--- config.mk ---
export PLATFORM = sky130hd
export DESIGN_NAME = memory_arbiter
export DESIGN_NICKNAME = d
export VERILOG_FILES = /design/src/rtl/memory_arbiter_pkg.sv /design/src/rtl/memory_arbiter_mux.sv /design/src/rtl/memory_arbiter.sv
export SDC_FILE = /design/constraint.sdc
export NUM_CORES = 1
export LEC_CHECK = 0
export ABC_AREA = 1
export CELL_PAD_IN_SITES_DETAIL_PLACEMENT = 0
export CELL_PAD_IN_SITES_GLOBAL_PLACEMENT = 1
export CORE_MARGIN = 1
export CORE_UTILIZATION = 12
export CTS_BUF_LIST = sky130_fd_sc_hd__clkbuf_4
export DETAILED_ROUTE_END_ITERATION = 10
export GPL_TIMING_DRIVEN = 0
export PLACE_DENSITY = 0.84
export SLEW_MARGIN = 20
export SYNTH_ARGS = -nofsm -noshare
export SYNTH_HDL_FRONTEND = slang
export SYNTH_SLANG_ARGS = --single-unit
export TNS_END_PERCENT = 5
--- constraint.sdc ---
create_clock -name clk_i -period 4.6 [get_ports clk_i]
set_clock_uncertainty 0.2 [all_clocks]
set_input_delay 0.69 -clock clk_i [delete_from_list [all_inputs] [get_ports clk_i]]
set_output_delay 0.69 -clock clk_i [all_outputs]
set_load 0.03 [all_outputs]
--- src/rtl/memory_arbiter_pkg.sv ---
// Shared types for the two-master Wishbone memory arbiter: FSM states and one-hot grant codes.
package memory_arbiter_pkg;

  typedef enum logic [1:0] {
    StIdle,
    StGrantM0,
    StGrantM1
  } arb_state_e;

  localparam logic [1:0] GRANT_NONE = 2'b00;
  localparam logic [1:0] GRANT_M0   = 2'b01;
  localparam logic [1:0] GRANT_M1   = 2'b10;

  function automatic logic [1:0] state_to_grant(arb_state_e state);
    logic [1:0] grant;
    case (state)
      StGrantM0: grant = GRANT_M0;
      StGrantM1: grant = GRANT_M1;
      default:   grant = GRANT_NONE;
    endcase
    return grant;
  endfunction

endpackage

--- src/rtl/memory_arbiter_mux.sv ---
// Combinational 2:1 Wishbone request mux and response demux steered by a one-hot grant.
module wb_master_mux
  import memory_arbiter_pkg::*;
(
  input  logic [1:0]  grant_i,
  input  logic [31:0] m0_adr_i,
  input  logic [31:0] m0_dat_i,
  input  logic        m0_we_i,
  input  logic [3:0]  m0_sel_i,
  input  logic        m0_stb_i,
  input  logic        m0_cyc_i,
  input  logic [31:0] m1_adr_i,
  input  logic [31:0] m1_dat_i,
  input  logic        m1_we_i,
  input  logic [3:0]  m1_sel_i,
  input  logic        m1_stb_i,
  input  logic        m1_cyc_i,
  output logic        m0_ack_o,
  output logic        m0_stall_o,
  output logic        m1_ack_o,
  output logic        m1_stall_o,
  output logic [31:0] wb_adr_o,
  output logic [31:0] wb_dat_o,
  output logic        wb_we_o,
  output logic [3:0]  wb_sel_o,
  output logic        wb_stb_o,
  output logic        wb_cyc_o,
  input  logic        wb_ack_i,
  input  logic        wb_stall_i
);

  always_comb begin
    // Idle drives m0's request fields so the slave bus never floats.
    wb_adr_o   = m0_adr_i;
    wb_dat_o   = m0_dat_i;
    wb_we_o    = m0_we_i;
    wb_sel_o   = m0_sel_i;
    wb_stb_o   = 1'b0;
    wb_cyc_o   = 1'b0;
    m0_ack_o   = 1'b0;
    m1_ack_o   = 1'b0;
    m0_stall_o = 1'b1;
    m1_stall_o = 1'b1;
    unique case (grant_i)
      GRANT_M0: begin
        wb_stb_o   = m0_stb_i;
        wb_cyc_o   = m0_cyc_i;
        m0_ack_o   = wb_ack_i & m0_cyc_i;
        m0_stall_o = wb_stall_i;
      end
      GRANT_M1: begin
        wb_adr_o   = m1_adr_i;
        wb_dat_o   = m1_dat_i;
        wb_we_o    = m1_we_i;
        wb_sel_o   = m1_sel_i;
        wb_stb_o   = m1_stb_i;
        wb_cyc_o   = m1_cyc_i;
        m1_ack_o   = wb_ack_i & m1_cyc_i;
        m1_stall_o = wb_stall_i;
      end
      default: ;
    endcase
  end

endmodule

--- src/rtl/memory_arbiter.sv ---
// Shares one pipelined Wishbone port between fetch (m0) and load/store (m1), granting whole cycles.
// Define ARBITER_ROUND_ROBIN_EN to replace fixed m1 > m0 priority with last-owner round robin.
module memory_arbiter
  import memory_arbiter_pkg::*;
(
  input  logic        clk_i,
  input  logic        rst_ni,
  input  logic [31:0] m0_wb_adr_i,
  input  logic [31:0] m0_wb_dat_i,
  input  logic        m0_wb_we_i,
  input  logic [3:0]  m0_wb_sel_i,
  input  logic        m0_wb_stb_i,
  input  logic        m0_wb_cyc_i,
  output logic [31:0] m0_wb_dat_o,
  output logic        m0_wb_ack_o,
  output logic        m0_wb_stall_o,
  input  logic [31:0] m1_wb_adr_i,
  input  logic [31:0] m1_wb_dat_i,
  input  logic        m1_wb_we_i,
  input  logic [3:0]  m1_wb_sel_i,
  input  logic        m1_wb_stb_i,
  input  logic        m1_wb_cyc_i,
  output logic [31:0] m1_wb_dat_o,
  output logic        m1_wb_ack_o,
  output logic        m1_wb_stall_o,
  output logic [31:0] wb_adr_o,
  output logic [31:0] wb_dat_o,
  output logic        wb_we_o,
  output logic [3:0]  wb_sel_o,
  output logic        wb_stb_o,
  output logic        wb_cyc_o,
  input  logic [31:0] wb_dat_i,
  input  logic        wb_ack_i,
  input  logic        wb_stall_i,
  output logic [1:0]  grant_o
);

  arb_state_e state_q, state_d;

`ifdef ARBITER_ROUND_ROBIN_EN
  logic last_m1_q, last_m1_d;  // 1: m1 was granted most recently

  always_ff @(posedge clk_i or negedge rst_ni) begin
    if (!rst_ni) begin
      last_m1_q <= 1'b0;
    end else begin
      last_m1_q <= last_m1_d;
    end
  end
`endif

  always_ff @(posedge clk_i or negedge rst_ni) begin
    if (!rst_ni) begin
      state_q <= StIdle;
    end else begin
      state_q <= state_d;
    end
  end

  always_comb begin
    state_d = state_q;
    unique case (state_q)
      StIdle: begin
`ifdef ARBITER_ROUND_ROBIN_EN
        if (m0_wb_cyc_i && m1_wb_cyc_i) begin
          state_d = last_m1_q ? StGrantM0 : StGrantM1;
        end else
`endif
        if (m1_wb_cyc_i) begin
          state_d = StGrantM1;
        end else if (m0_wb_cyc_i) begin
          state_d = StGrantM0;
        end
      end
      // Handover goes straight to the waiting master without an idle cycle.
      StGrantM0: if (!m0_wb_cyc_i) state_d = m1_wb_cyc_i ? StGrantM1 : StIdle;
      StGrantM1: if (!m1_wb_cyc_i) state_d = m0_wb_cyc_i ? StGrantM0 : StIdle;
      default:   state_d = StIdle;
    endcase
  end

`ifdef ARBITER_ROUND_ROBIN_EN
  always_comb begin
    last_m1_d = last_m1_q;
    if (state_d != StIdle) last_m1_d = (state_d == StGrantM1);
  end
`endif

  logic [31:0] mux_adr, mux_dat;
  logic [3:0]  mux_sel;
  logic        mux_we;

  // state_q is already idle during reset, so only the idle pass-through fields need masking.
  assign grant_o     = state_to_grant(state_q);
  assign wb_adr_o    = rst_ni ? mux_adr : '0;
  assign wb_dat_o    = rst_ni ? mux_dat : '0;
  assign wb_sel_o    = rst_ni ? mux_sel : '0;
  assign wb_we_o     = rst_ni & mux_we;
  assign m0_wb_dat_o = wb_dat_i;
  assign m1_wb_dat_o = wb_dat_i;

  wb_master_mux u_mux (
    .grant_i    (grant_o),
    .m0_adr_i   (m0_wb_adr_i),
    .m0_dat_i   (m0_wb_dat_i),
    .m0_we_i    (m0_wb_we_i),
    .m0_sel_i   (m0_wb_sel_i),
    .m0_stb_i   (m0_wb_stb_i),
    .m0_cyc_i   (m0_wb_cyc_i),
    .m1_adr_i   (m1_wb_adr_i),
    .m1_dat_i   (m1_wb_dat_i),
    .m1_we_i    (m1_wb_we_i),
    .m1_sel_i   (m1_wb_sel_i),
    .m1_stb_i   (m1_wb_stb_i),
    .m1_cyc_i   (m1_wb_cyc_i),
    .m0_ack_o   (m0_wb_ack_o),
    .m0_stall_o (m0_wb_stall_o),
    .m1_ack_o   (m1_wb_ack_o),
    .m1_stall_o (m1_wb_stall_o),
    .wb_adr_o   (mux_adr),
    .wb_dat_o   (mux_dat),
    .wb_we_o    (mux_we),
    .wb_sel_o   (mux_sel),
    .wb_stb_o   (wb_stb_o),
    .wb_cyc_o   (wb_cyc_o),
    .wb_ack_i   (wb_ack_i),
    .wb_stall_i (wb_stall_i)
  );

endmodule

==> results.cfg <==
[timing]
hold_viol_final = 0
worst_slew_pin_slew_ns = 0.467
slew_viol_final = 0
rsz0062_at_grt = false
fin_tns_setup_ns = 0
fmax_ghz = 0.275
setup_viol = 0
max_slew_margin_pct = 68.7
fin_crit_sh_pct = 79.0
min_period_ns = 3.63

[finish]
nFillCells = 1609
layout-drive-gt1-share_pct = 14.5
top_regs = state_q x2
largest_reg_flops = 2
syn_to_final_growth_pct = 173
antennaDiodeCount = 0
final_cell_area_sq_um = 4920
num-nets-final = 813
largest_register = state_q

[run_status]
run_status = complete, no violations

[grt]
antenna_found_initial = 0
use_met3_pct = 2.66
met2_usage_pct = 22.6
grt_max_degree = 11
overflow = 0
grt_util_all_layers_pct = 12.7
grt_pass1_wl_um = 15900
grt.met1_usage_pct = 15.6
grt.busiest_layer = met2
grt_pass1_vias = 2965

[routing]
drt_pass1_iterations = 5
drt-initial-drc-count = 80
drc = 0
antenna_left = 0
wirelength_um = 10500
vias = 2998
wl_per_cell_um = 12.9
viasPerCell = 3.70

[place]
dpl.hpwl_um = 8830
gp_congestion = 0.726
place_area_sq_um = 4900
port_buffers = 286

[setup_path]
rr_startpoint = state_q[1]
required_ns = 3.71
worst-r2r-cell-count = 8
crit_path_end_kind = primary output
worstPathMaxFanout = 10
start_kind = primary input
critical_path_class = in2out
worstPathArrival_ns = 2.74
reg2reg_slack_ns = 3.05
r2r-end = state_q[1]

[clock_network]
cts_htree_levels = 1
cts_made_buffers = 3
clk_pin_slew_worst_paths_ns = 0.03
clockBufferDepth = 2
cts_tree = built
cts_hold_buf = 0
worstSkewPairLatency_ns = 0.22
cts_num_sinks = 2
cts_setup_buffers = 0
ctsResizeCount = 0
root_buffer = clkbuf_4

[min_path]
hold_end = state_q[0]
hp-start = state_q[0]
worstHoldPathType = reg2reg
min_path_cells = 2

[synthesis]
yosysWarnings = 0
synth-seq-cells = 2
ys_seq_area_share_pct = 2.77
synth_top_family_by_area = buffers and inverters
synth_common_cells = nor2_1, buf_4, o21ai_0
synth_flop_cell = dfrtp_1
syn_area_sq_um = 1810
synth_xor_area_share_pct = 0
synthDominantCellAreaShare_pct = 30.4
synthTopCellsByArea = buf_4, nor2_1, o21ai_0
synth_async_sr_flop_share_pct = 100
synthAdderAreaFrac_pct = 4.16
yosys.area_share.simple_pct = 34.5
synth_cells = 338
synth_edf_count = 0
synth_cell_type_count = 14
synth-compound-area-share_pct = 19.7
avgSynthCellArea_sq_um = 5.34
synth.most_common_cell = nor2_1
yosysTopAreaCell = buf_4
syn_nets = 522
synth_mux_area_share_pct = 0

[power_and_ir_drop]
vdd_ir_drop_max_mv = 0.146
p_per_area_nw_per_um2 = 295
p_leak_nw = 2.12

[die]
rows = 44
ios = 319
core_sq_um = 14600
dieArea_sq_um = 15500
dieWidth_um = 125
die_y_um = 125
initial_utilization_pct = 12.4

[run]
drv_cap = 0
## placed cells by master, fill, tap and decap left out
cell type,Yosys,final
clkdlybuf4s50_1,0,286
nor2_1,145,145
buf_4,73,73
o21ai_0,59,59
nand2_1,17,17
o21ai_1,10,10
inv_1,8,8
buf_6,8,8
ha_1,6,6
buf_2,5,5
clkbuf_4,0,3
a21oi_1,2,2
dfrtp_1,2,2
inv_6,1,1
nor3_2,1,1
nand3_1,1,1
## critical path, cell delays in order
cell and delay [ns]:
clkdlybuf4s50_1 0.76, buf_2 0.35, o21ai_0 0.13, nor2_1 0.11, clkdlybuf4s50_1 0.71
## how the worst max path moves through the flow
stage | to | cells past startpoint | slack, ns | startpoint
3_5_place_dp | wb_dat_o[19] | 5 | 0.86 | rst_ni
3_3_place_gp | wb_dat_o[19] | 5 | 0.88 | rst_ni
5_1_grt | wb_dat_o[16] | 5 | 0.80 | rst_ni
6_report | wb_dat_o[19] | 5 | 0.97 | rst_ni
4_1_cts | wb_dat_o[19] | 5 | 0.86 | rst_ni
2_1_floorplan | wb_stb_o | 6 | 1.94 | state_q[0]
## report_power, final
group / total (W) / internal (W) / switching (W) / leakage, nW
Clock: 0.0000377 / 0.0000287 / 0.00000903 / 0.0138
Combinational: 0.00138 / 0.000601 / 0.000774 / 2.08
Sequential: 0.0000368 / 0.0000253 / 0.0000114 / 0.0255
Total: 0.00145 / 0.000656 / 0.000794 / 2.12
## logic make-up (layout without fill, tap and decap cells)
logic type                 Yosys count  count (layout)
AOI/OAI and AO/OA                   71              71
adders and majority gates            6               6
buffers and inverters               95             384
DFF                                  2               2
and+or+nand+nor                    164             164
## stage by stage
step | instances | utilization (%) | power (W) | hold WS (ns) | setup WS [ns]
after global placement | 808 | 33.6 | 0.00143 | 0.361 | 0.879
after detailed placement | 808 | 33.6 | 0.00143 | 0.386 | 0.864
after global routing | 811 | 33.7 | 0.00157 | 0.412 | 0.802
final | 811 | 33.7 | 0.00145 | 0.391 | 0.967
after floorplan | 338 | - | 0.000838 | 0.194 | 1.94
after CTS | 811 | 33.7 | 0.00148 | 0.395 | 0.857
## final cells by class
class | count | area, sq um | share of cell area [%]
Multi-Input combinational cell | 241 | 1050 | 21.4
Buffer | 86 | 663 | 13.5
Tap cell | 184 | 230 | 4.68
Inverter | 9 | 38.8 | 0.788
Sequential cell | 2 | 50.0 | 1.02
Timing Repair Buffer | 286 | 2860 | 58.2
Clock buffer | 3 | 22.5 | 0.458
## layer usage
metal / vias up / wire, um
met5: - / 0
met4: 0 / 96
met3: 6 / 840
met2: 163 / 5070
met1: 1252 / 4460
li1: 1577 / -
Power figures use the tool's default switching activity.
